===== config.mk =====
export PLATFORM = sky130hd
export DESIGN_NAME = i2c_byte_uart_tx
export DESIGN_NICKNAME = d
export VERILOG_FILES = /design/src/rtl/i2c_byte_uart_tx.sv
export SDC_FILE = /design/constraint.sdc
export NUM_CORES = 1
export LEC_CHECK = 0
export CORE_MARGIN = 2
export CORE_UTILIZATION = 60
export DETAILED_ROUTE_END_ITERATION = 10
export PLACE_DENSITY = 0.79
export SLEW_MARGIN = 20
export SYNTH_ARGS = -nofsm -noshare
export SYNTH_HDL_FRONTEND = slang
export SYNTH_SLANG_ARGS = --single-unit

===== constraint.sdc =====
create_clock -name clk -period 3.8 [get_ports clk]
set_clock_uncertainty 0.2 [all_clocks]
set_input_delay 0.76 -clock clk [delete_from_list [all_inputs] [get_ports clk]]
set_output_delay 0.76 -clock clk [all_outputs]
set_load 0.005 [all_outputs]

===== src/rtl/i2c_byte_uart_tx.sv =====
// Byte FIFO fed by single-cycle decoder strobes, drained by a UART 8N1 serialiser.
// Dropped bytes (push into a full FIFO with no pop that cycle) raise a sticky overflow flag.
module i2c_byte_uart_tx #(
   parameter int CLK_DIV    = 104,
   parameter int DEPTH_LOG2 = 3
) (
   input  logic                  clk,
   input  logic                  rst_n,
   input  logic [7:0]            in_data,
   input  logic                  in_valid,
   output logic                  tx,
   output logic                  busy,
   output logic [DEPTH_LOG2:0]   fill,
   output logic                  overflow
);

   localparam int DEPTH = 1 << DEPTH_LOG2;
   localparam int BW    = (CLK_DIV > 2) ? $clog2(CLK_DIV) : 1;
   localparam logic [BW-1:0]       BAUD_LAST = BW'(CLK_DIV - 1);
   localparam logic [DEPTH_LOG2:0] FULL_CNT  = (DEPTH_LOG2 + 1)'(DEPTH);

   typedef enum logic [1:0] {IDLE, START, DATA, STOP} state_t;

   state_t                state_q;
   logic [7:0]            mem_q [DEPTH];
   logic [DEPTH_LOG2-1:0] wr_ptr_q, rd_ptr_q;
   logic [DEPTH_LOG2:0]   fill_q, fill_d;
   logic [BW-1:0]         baud_q;
   logic [2:0]            bit_q;
   logic [7:0]            shift_q;
   logic                  tx_q, busy_q, ovf_q;
   logic                  push, pop, drop, baud_end;

   // A pop frees a slot in the same cycle, so a full FIFO still accepts a byte then.
   always_comb begin
      pop      = (state_q == IDLE) && (fill_q != '0);
      push     = in_valid && ((fill_q != FULL_CNT) || pop);
      drop     = in_valid && !push;
      baud_end = (baud_q == BAUD_LAST);
      fill_d   = fill_q;
      if (push && !pop) begin
         fill_d = fill_q + 1'b1;
      end else if (pop && !push) begin
         fill_d = fill_q - 1'b1;
      end
   end

   // Storage carries no reset; resetting the pointers and count discards its contents.
   always_ff @(posedge clk) begin
      if (push) begin
         mem_q[wr_ptr_q] <= in_data;
      end
   end

   always_ff @(posedge clk or negedge rst_n) begin
      if (!rst_n) begin
         wr_ptr_q <= '0;
         rd_ptr_q <= '0;
         fill_q   <= '0;
         ovf_q    <= 1'b0;
         state_q  <= IDLE;
         baud_q   <= '0;
         bit_q    <= '0;
         shift_q  <= '0;
         tx_q     <= 1'b1;
         busy_q   <= 1'b0;
      end else begin
         if (push) wr_ptr_q <= wr_ptr_q + 1'b1;
         if (pop)  rd_ptr_q <= rd_ptr_q + 1'b1;
         if (drop) ovf_q    <= 1'b1;
         fill_q <= fill_d;
         case (state_q)
            IDLE: begin
               if (pop) begin
                  shift_q <= mem_q[rd_ptr_q];
                  baud_q  <= '0;
                  state_q <= START;
                  tx_q    <= 1'b0;
                  busy_q  <= 1'b1;
               end
            end
            START: begin
               if (baud_end) begin
                  baud_q  <= '0;
                  bit_q   <= '0;
                  state_q <= DATA;
                  tx_q    <= shift_q[0];
               end else begin
                  baud_q <= baud_q + 1'b1;
               end
            end
            DATA: begin
               if (baud_end) begin
                  baud_q <= '0;
                  if (bit_q == 3'd7) begin
                     state_q <= STOP;
                     tx_q    <= 1'b1;
                  end else begin
                     shift_q <= {1'b0, shift_q[7:1]};
                     tx_q    <= shift_q[1];
                     bit_q   <= bit_q + 1'b1;
                  end
               end else begin
                  baud_q <= baud_q + 1'b1;
               end
            end
            STOP: begin
               if (baud_end) begin
                  baud_q  <= '0;
                  state_q <= IDLE;
                  busy_q  <= 1'b0;
               end else begin
                  baud_q <= baud_q + 1'b1;
               end
            end
            default: state_q <= IDLE;
         endcase
      end
   end

   assign tx       = tx_q;
   assign busy     = busy_q;
   assign fill     = fill_q;
   assign overflow = ovf_q;

endmodule


==> results of run 1 <==
## area by class of cell
cell class                      count  area, um^2  area share, %
Timing Repair Buffer               28         253           5.21
Tap cell                           99         124           2.55
Clock inverter                      7        83.8           1.73
Sequential cell                    97        2750           56.7
Clock buffer                        9         124           2.55
Multi-Input combinational cell    171        1480           30.6
Inverter                            9        33.8          0.696
## synth_stat cells (5+ instances only)
master,instances
a21oi_1,9
clkbuf_1,8
dfrtp_1,32
edfxtp_1,64
ha_1,13
inv_1,9
mux2_2,24
mux4_1,5
mux4_2,11
nand2_1,26
nand2b_1,5
nand3_1,8
nor2_1,11
nor3_1,5
o21ai_0,14
xnor2_1,5
## per-stage QoR
step,hold WS [ns],utilization [%],total power [uW],setup slack [ns],std cells
after floorplan,0.251,-,1610,0.958,290
after global placement,0.241,65.1,1780,0.618,404
after detailed placement,0.258,65.1,1800,0.547,404
after CTS,0.282,68.0,2470,0.565,420
after global routing,0.306,68.0,2560,0.179,420
final,0.278,68.0,2440,0.563,420
## power groups by stage
stage          Clock (uW)  Sequential [uW]  Combinational (uW)
2_1_floorplan           0             1360                 247
3_3_place_gp            0             1370                 411
3_5_place_dp            0             1380                 423
4_1_cts               683             1360                 427
5_1_grt               724             1370                 466
6_report              668             1360                 421
## flip-flops by register name, indices dropped and copies added (netlist names)
register	flops
overflow	1
state_q	2
mem_q	64
fill	4
baud_q	7
shift_q	8
rd_ptr_q	3
busy	1
bit_q	3
wr_ptr_q	3
tx	1
## critical path, stage by stage, from the launching register on
cell       delay (ns)
dfrtp_1          0.41
inv_1            0.11
ha_1             0.28
nand2b_1         0.20
o21ai_0          0.31
inv_1            0.17
ha_1             0.27
inv_1            0.17
ha_1             0.27
a21o_1           0.20
a2111oi_0        0.40
o31ai_1          0.13
## kinds of logic (layout without fill, tap and decap cells)
group                    Yosys count  after routing  share of synthesized area [%]
adder cells (fa/ha/maj)           14             14                           4.21
flip-flops                        97             97                           63.3
AND/OR/NAND/NOR                   72             72                           8.07
XOR/XNOR                           5              5                           1.01
AO/OA/AOI/OAI                     37             37                           5.25
multiplexers                      43             43                           15.7
buffers and inverters             22             53                           2.48
## routing by layer
metal | vias up | GRT usage, %
met4 | 0 | 8.96
met1 | 1237 | 29.2
li1 | 1147 | -
met2 | 34 | 33.2
met3 | 12 | 3.14
met5 | - | 0
## how the worst max path moves through the flow
stage / startpoint / endpoint / depth (start not counted) / slack (ns)
global placement: in_valid / fill[3]$_DFFE_PN0P_ / 9 / 0.62
global route: state_q[1]$_DFFE_PN0P_ / fill[3]$_DFFE_PN0P_ / 11 / 0.18
finish: state_q[1]$_DFFE_PN0P_ / fill[3]$_DFFE_PN0P_ / 11 / 0.56
floorplan: fill[0]$_DFFE_PN0P_ / fill[3]$_DFFE_PN0P_ / 9 / 0.96
detailed placement: in_valid / fill[3]$_DFFE_PN0P_ / 9 / 0.55
CTS: state_q[1]$_DFFE_PN0P_ / fill[3]$_DFFE_PN0P_ / 11 / 0.56
==> metrics.cfg, run 1 <==
[logic_synthesis]
synth_cells=290
syn_nets=315
syn_avg_cell_area_um2=15.0
yosys.area.top_type_share_pct=44.3
synth-seq-area-share_pct=63.3
synth_area_leaders=edfxtp_1 (44%), dfrtp_1 (18%), mux2_2 (6.2%), mux4_2 (5.7%), ha_1 (3.7%)
synth-seq-cells=97
syn_area_mm2=0.00434
async_flop_share_pct=34.0
synth_edf_count=64
yosysUniqueCellTypes=41
yosys_warnings=0
synth_ff_type=edfxtp_1
synth_top_area_cell=edfxtp_1

[cts]
cts_tree=done
ctsResizeCount=0
cts_root_buf=clkbuf_8
clockBufferDepth=2
clk_latency_ns=0.37
cts_buffers=9
path_clk_slew_ns=0.10
cts_max_level=3
post_cts_buffers=0
cts_sinks=97
cts_hold_buffers=0

[route]
wl_um=7420
routed.top_layer=met4
dr.pass1.iters=4
routedWlPerCell_um=17.7
vias=2430
ant_nets=0
drc=0
wl_met1_um=3390
wl_met2_um=3670
dr.first_iter.drc_count=134
vias_per_cell=5.79
route.met3.wl_um=219

[power]
seqPwrFrac_pct=55.4
leakagePower_uw=0.00179
ir_worst_vdd_mv=0.390
switching_share_pct=28.4
p_int_uw=1750
netSwitchingPower_uw=694
comb_power_share_pct=17.2
p_per_area_mw_per_mm2=504
p_clk_share_pct=27.3

[final_layout]
syn_to_final_growth_pct=11.8
most-common-layout-cells=edfxtp_1 (64), dfrtp_1 (32), nand2_1 (26)
stdcell_area_mm2=0.00485
mostFrequentLayoutCell=edfxtp_1
nNetsFinal=341
n_antenna_cell=0
num-fill-cells=510
drive_gt1_share_pct=20.2

[grt]
grt_pass1_vias=2344
track_usage_pct=20.9
gr-total-overflow=0
grt_max_degree=34
antenna_found_initial=0
grt_pass1_wl_um=12000

[worst_setup_path]
endpoint_kind=flop
crit_arrival_ns=3.28
cp_max_fo=7
rrSetupSlack_ns=0.56
r2r-start=state_q[1]$_DFFE_PN0P_
path_class=reg2reg
r2r-end=fill[3]$_DFFE_PN0P_
r2r_cells=11
required_ns=3.84
cp-start-kind=flop

[timing]
fin_crit_ns=3.24
fin_crit_sh_pct=85.2
setup_tns_ns=0
max_freq_mhz=309
setup_viol=0
finalHoldViolations=0
tightest_slew_ns=0.747
grt_setup_unrepaired=no
final-max-slew-violation-count=0
max-slew-margin-rel_pct=50.2

[floorplanning]
die_w_um=89.1
die_area_mm2=0.00793
rows=31
dieHeight_um=89.1
core_area_mm2=0.00714
io_pins=18
start_util_pct=60.8

[hold_path]
hold_path_depth=1
hold_end=overflow$_DFFE_PN0P_
hold_start=overflow$_DFFE_PN0P_
hp-class=reg2reg

[flow_run]
cap_violations=0

[placed_design]
dp_hpwl_um=4980
port_buffers=17
placed_area_mm2=0.00464
gp_congestion=0.738

[status]
status=complete, no violations

Note: power is estimated with default switching activity, not from simulation.
==> run 2, diff against run 1 <==
--- a/config.mk
+++ b/config.mk
@@ -5,6 +5,7 @@
 export SDC_FILE = /design/constraint.sdc
 export NUM_CORES = 1
 export LEC_CHECK = 0
+export CORE_ASPECT_RATIO = 0.5
 export CORE_MARGIN = 2
 export CORE_UTILIZATION = 60
 export DETAILED_ROUTE_END_ITERATION = 10
==> metrics.cfg, run 2 (synthesis gave the netlist of run 1 again) <==
[status]
status=complete, no violations  ; unchanged

[worst_setup_path]
path_delay_family=compound AO/OA/AOI/OAI gates  ; unchanged
path_class=reg2reg  ; unchanged
cp_slowest_cell=a2111oi_0  ; was dfrtp_1
critPathBufInv=3  ; unchanged
cp_max_fo=7  ; unchanged
crit_arrival_ns=3.21  ; was 3.28 ns
endpoint_kind=flop  ; unchanged
critPathMaxStageDelay_ns=0.42  ; was 0.41 ns
cp_cell_sequence=inv_1 -> ha_1 -> nand2b_1 -> o21ai_0 -> inv_1 -> ha_1 -> inv_1 -> ha_1 -> a21o_1 -> a2111oi_0 -> o31ai_1  ; unchanged
cp-start-kind=flop  ; unchanged
required_ns=3.81  ; was 3.84 ns

[grt]
grt_max_degree=34  ; unchanged
track_usage_pct=22.2  ; was 20.9%
grt_pass1_vias=2507  ; was 2344
grt_pass1_wl_um=13000  ; was 12000 um
antenna_found_initial=0  ; unchanged
gr-total-overflow=0  ; unchanged

[route]
ant_nets=0  ; unchanged
dr.pass1.iters=4  ; unchanged
vias_per_cell=5.94  ; was 5.79
route.met3.wl_um=452  ; was 219 um
dr.first_iter.drc_count=208  ; was 134
routedWlPerCell_um=19.2  ; was 17.7 um
wl_um=7910  ; was 7420 um
wl_met1_um=3450  ; was 3390 um
vias=2449  ; was 2430
wl_met2_um=3900  ; was 3670 um
drc=0  ; unchanged
routed.top_layer=met4  ; unchanged

[floorplanning]
die_area_mm2=0.00797  ; was 0.00793 mm^2
start_util_pct=63.5  ; was 60.8%
rows=21  ; was 31
io_pins=18  ; unchanged
core_area_mm2=0.00683  ; was 0.00714 mm^2
dieHeight_um=64.1  ; was 89.1 um
die_w_um=124  ; was 89.1 um

[final_layout]
most-common-layout-cells=edfxtp_1 (64), dfrtp_1 (32), nand2_1 (26)  ; unchanged
syn_to_final_growth_pct=12.9  ; was 11.8%
regMostFlops=mem_q  ; unchanged
nNetsFinal=341  ; unchanged
mostFrequentLayoutCell=edfxtp_1  ; unchanged
top_regs=mem_q: 64 flops, shift_q: 8 flops, baud_q: 7 flops  ; unchanged
drive_gt1_share_pct=19.7  ; was 20.2%
largest_register_ff_count=64  ; unchanged
n_antenna_cell=0  ; unchanged

[placed_design]
port_buffers=17  ; unchanged
dp_hpwl_um=5090  ; was 4980 um
gp_congestion=0.748  ; was 0.738
dp_slack_ns=0.481  ; was 0.547 ns

[timing]
tightest_slew_ns=0.750  ; was 0.747 ns
setup_viol=0  ; unchanged
max_freq_mhz=312  ; was 309 MHz
fin_crit_sh_pct=84.3  ; was 85.2%
final-max-slew-violation-count=0  ; unchanged
max-slew-margin-rel_pct=50.0  ; was 50.2%
fin_crit_ns=3.20  ; was 3.24 ns
finalHoldViolations=0  ; unchanged
grt_setup_unrepaired=no  ; unchanged
fin_ws_ns=0.598  ; was 0.563 ns
setup_tns_ns=0  ; unchanged

[cts]
cts_sinks=97  ; unchanged
clk_latency_ns=0.34  ; was 0.37 ns
cts_root_buf=clkbuf_16  ; was clkbuf_8
cts_buffers=9  ; unchanged
ctsResizeCount=0  ; unchanged
cts_hold_buffers=0  ; unchanged
path_clk_slew_ns=0.06  ; was 0.10 ns
post_cts_buffers=0  ; unchanged
cts_tree=done  ; unchanged
clockBufferDepth=2  ; unchanged
cts_max_level=3  ; unchanged

[power]
switching_share_pct=26.1  ; was 28.4%
p_clk_share_pct=31.6  ; was 27.3%
comb_power_share_pct=16.3  ; was 17.2%
seqPwrFrac_pct=52.1  ; was 55.4%
leakagePower_uw=0.00182  ; was 0.00179 uW
p_int_uw=1930  ; was 1750 uW
netSwitchingPower_uw=683  ; was 694 uW
ir_worst_vdd_mv=0.267  ; was 0.390 mV
p_per_area_mw_per_mm2=533  ; was 504 mW/mm^2

[flow_run]
cap_violations=0  ; unchanged

[hold_path]
hp-class=reg2reg  ; unchanged

==> run 2: changes by cell type in the layout (fill, tap and decap cells not counted), sizes merged <==
| cell | change |
|---|---|
| clkinv | -1 |
| clkinvlp | +1 |
| inv | -1 |
==> run 2: final cells by class <==
| cell class | count | area [um^2] |
|---|---|---|
| clock buffer | 9 | 225 |
| clock inverter | 6 | 42.5 |
| fill | 439 | 1930 |
| inverter | 9 | 33.8 |
| multi-input combinational | 171 | 1480 |
| sequential | 97 | 2750 |
| tap | 92 | 115 |
| timing repair buffer | 28 | 253 |
==> run 2: metal layers <==
layer / up-vias / track usage [%]
met2: 48 / 37.0
met1: 1249 / 28.4
met3: 10 / 7.20
met5: - / 0
met4: 0 / 6.46
li1: 1142 / -
==> run 2: worst paths after layout <==
| kind | start | to | slack [ns] | cells after the start |
|---|---|---|---|---|
| worst max-delay path | state_q[0]$_DFFE_PN0P_ | fill[3]$_DFFE_PN0P_ | 0.60 | 11 |
| worst min-delay path | overflow$_DFFE_PN0P_ | overflow$_DFFE_PN0P_ | 0.26 | 1 |
| worst max register to register | state_q[0]$_DFFE_PN0P_ | fill[3]$_DFFE_PN0P_ | 0.60 | 11 |
| worst min register to register | overflow$_DFFE_PN0P_ | overflow$_DFFE_PN0P_ | 0.26 | 1 |
| max in group asynchronous | rst_n | tx$_DFFE_PN1P_ | 2.45 | 2 |
| min in group asynchronous | rst_n | fill[2]$_DFFE_PN0P_ | 0.62 | 2 |
==> run 2: power groups by stage <==
stage | clock, uW | sequential [uW] | combinational [uW]
after floorplan | 0 | 1360 | 247
after global placement | 0 | 1360 | 410
after detailed placement | 0 | 1380 | 430
after CTS | 837 | 1360 | 433
after global routing | 884 | 1380 | 473
final | 824 | 1360 | 427
==> run 2: per-stage QoR <==
step           instance area (um^2)  total power, uW  util [%]  instances  hold slack, ns
6_report                       4900             2610      71.8        412           0.263
5_1_grt                        4900             2740      71.8        412           0.278
4_1_cts                        4900             2630      71.8        412           0.273
3_5_place_dp                   4630             1810      67.8        397           0.254
3_3_place_gp                   4630             1770      67.8        397           0.243
2_1_floorplan                  4340             1610         -        290           0.251
==> run 3, diff against run 2 <==
==> constraint.sdc (replaced) <==
create_clock -name clk -period 3.1 [get_ports clk]
set_clock_uncertainty 0.2 [all_clocks]
set_input_delay 0.62 -clock clk [delete_from_list [all_inputs] [get_ports clk]]
set_output_delay 0.62 -clock clk [all_outputs]
set_load 0.005 [all_outputs]
==> metrics.cfg, run 3 (synthesis gave the netlist of run 1 again) <==
[cts]
cts_hold_buffers=0  ; unchanged
cts_sinks=97  ; unchanged
path_clk_slew_ns=0.07  ; was 0.06 ns
cts_tree=done  ; unchanged
cts_max_level=3  ; unchanged
cts_buffers=9  ; unchanged
clockBufferDepth=2  ; unchanged
cts_root_buf=clkbuf_16  ; unchanged
clk_latency_ns=0.34  ; about the same

[floorplanning]
die_w_um=124  ; unchanged
dieHeight_um=64.1  ; unchanged
start_util_pct=63.5  ; unchanged
core_area_mm2=0.00683  ; unchanged
io_pins=18  ; unchanged
rows=21  ; unchanged
die_area_mm2=0.00797  ; unchanged

[final_layout]
most-common-layout-cells=edfxtp_1 (64), dfrtp_1 (32), nand2_1 (26)  ; unchanged
drive_gt1_share_pct=22.1  ; was 19.7%
nNetsFinal=346  ; was 341
stdcell_area_mm2=0.00496  ; was 0.00490 mm^2
regMostFlops=mem_q  ; unchanged
n_antenna_cell=0  ; unchanged
fin_cells=418  ; was 412
largest_register_ff_count=64  ; unchanged
num-fill-cells=421  ; was 439
multiInputGateArea_mm2=0.00150  ; was 0.00148 mm^2
seqCellArea_mm2=0.00275  ; unchanged
mostFrequentLayoutCell=edfxtp_1  ; unchanged
top_regs=mem_q: 64 flops, shift_q: 8 flops, baud_q: 7 flops  ; unchanged
syn_to_final_growth_pct=14.4  ; was 12.9%

[timing]
final-max-slew-violation-count=0  ; unchanged
tightest_slew_ns=0.681  ; was 0.750 ns
hold_ws_ns=0.275  ; was 0.263 ns
grt_setup_unrepaired=no  ; unchanged
finalHoldViolations=0  ; unchanged
fin_crit_sh_pct=92.5  ; was 84.3%
max-slew-margin-rel_pct=54.6  ; was 50.0%
max_freq_mhz=349  ; was 312 MHz
setup_viol=0  ; unchanged
setup_tns_ns=0  ; unchanged
fin_crit_ns=2.87  ; was 3.20 ns

[hold_path]
hold_path_depth=1  ; unchanged
hp-class=reg2reg  ; unchanged
hold_end=overflow$_DFFE_PN0P_  ; unchanged
hold_start=overflow$_DFFE_PN0P_  ; unchanged

[worst_setup_path]
cp-start-kind=flop  ; unchanged
required_ns=3.11  ; was 3.81 ns
r2r-start=fill[0]$_DFFE_PN0P_  ; was state_q[0]$_DFFE_PN0P_
r2r_cells=9  ; was 11
endpoint_kind=flop  ; unchanged
cp_max_fo=6  ; was 7
rrSetupSlack_ns=0.23  ; was 0.60 ns
startpoint=fill[0]$_DFFE_PN0P_  ; was state_q[0]$_DFFE_PN0P_
cp_cell_sequence=or3_1 -> o21ai_2 -> inv_1 -> ha_1 -> inv_2 -> ha_1 -> a21o_1 -> a2111oi_1 -> o31ai_1  ; was inv_1 -> ha_1 -> nand2b_1 -> o21ai_0 -> inv_1 -> ha_1 -> inv_1 -> ha_1 -> a21o_1 -> a2111oi_0 -> o31ai_1
r2r-end=fill[3]$_DFFE_PN0P_  ; unchanged
path_class=reg2reg  ; unchanged
crit_arrival_ns=2.88  ; was 3.21 ns
cp_slowest_cell=dfrtp_1  ; was a2111oi_0
critPathMaxStageDelay_ns=0.47  ; was 0.42 ns
crit_top_cell=ha_1

[power]
ir_worst_vdd_mv=0.373  ; was 0.267 mV
p_per_area_mw_per_mm2=657  ; was 533 mW/mm^2
leakagePower_uw=0.00184  ; was 0.00182 uW
total_power_uw=3260  ; was 2610 uW

[grt]
track_usage_pct=21.3  ; was 22.2%
use_met3_pct=5.70  ; was 7.20%
top_usage_layer=met2  ; unchanged
gr-total-overflow=0  ; unchanged
antenna_found_initial=0  ; unchanged
grt_util_met1_pct=27.6  ; was 28.4%
grt_pass1_wl_um=12600  ; was 13000 um
grt_max_degree=34  ; unchanged
met2_usage_pct=34.6  ; was 37.0%
grt_pass1_vias=2520  ; was 2507

[route]
ant_nets=0  ; unchanged
dr.first_iter.drc_count=135  ; was 208
dr.pass1.iters=4  ; unchanged
vias=2472  ; was 2449
vias_per_cell=5.91  ; was 5.94
routedWlPerCell_um=18.4  ; was 19.2 um
drc=0  ; unchanged
wl_um=7680  ; was 7910 um

[status]
status=complete, no violations  ; unchanged

[placed_design]
placed_cells=402  ; was 397
dp_hpwl_um=5140  ; was 5090 um
placed_area_mm2=0.00467  ; was 0.00463 mm^2
gp_congestion=0.744  ; was 0.748
port_buffers=17  ; unchanged

[flow_run]
cap_violations=0  ; unchanged

==> run 3: timing repair <==
item / in CTS / in global routing
endpoints found under the setup margin: 0 / 1
setup buffers: 0 / 0
gates resized for setup: 0 / 5
hold endpoints to repair: 0 / 0
==> run 3: cell type report <==
cell class	count	share of cell area, %
Tap cell	92	2.32
Timing Repair Buffer	33	5.85
Inverter	9	0.681
Clock buffer	10	4.61
Multi-Input combinational cell	171	30.1
Sequential cell	97	55.4
Clock inverter	6	1.03
==> run 3: worst max-delay path by stage <==
stage	depth (start not counted)	to	slack, ns
2_1_floorplan	9	fill[3]$_DFFE_PN0P_	0.26
3_3_place_gp	9	fill[3]$_DFFE_PN0P_	0.17
3_5_place_dp	9	fill[3]$_DFFE_PN0P_	0.002
4_1_cts	9	fill[3]$_DFFE_PN0P_	0.01
5_1_grt	9	fill[3]$_DFFE_PN0P_	0.06
6_report	9	fill[3]$_DFFE_PN0P_	0.23
==> run 3: where the power goes <==
group          leakage [uW]  total [uW]  switching (uW)  internal (uW)
registers          0.000976        1660            98.5           1570
clock network      0.000133        1040             482            556
logic              0.000736         557             283            274
==> run 3: critical path: cells and delay by family (launching register included) <==
family,cells,cell delay (ns)
adder cells (fa/ha/maj),2,0.49
flip-flops,1,0.47
buffers and inverters,2,0.19
AO/OA/AOI/OAI,4,0.93
AND/OR/NAND/NOR,1,0.46
==> run 3: layer usage <==
metal,part of all wire [%],vias up
li1,-,1158
met1,44,1241
met2,49,59
met3,5.4,14
met4,1.8,0
met5,0,-
==> run 3: stage by stage <==
stage	worst slack, ns	util (%)
CTS	0.0126	72.5
finish	0.233	72.7
global route	0.0589	72.7
floorplan	0.258	-
detailed placement	0.00217	68.4
global placement	0.172	68.4
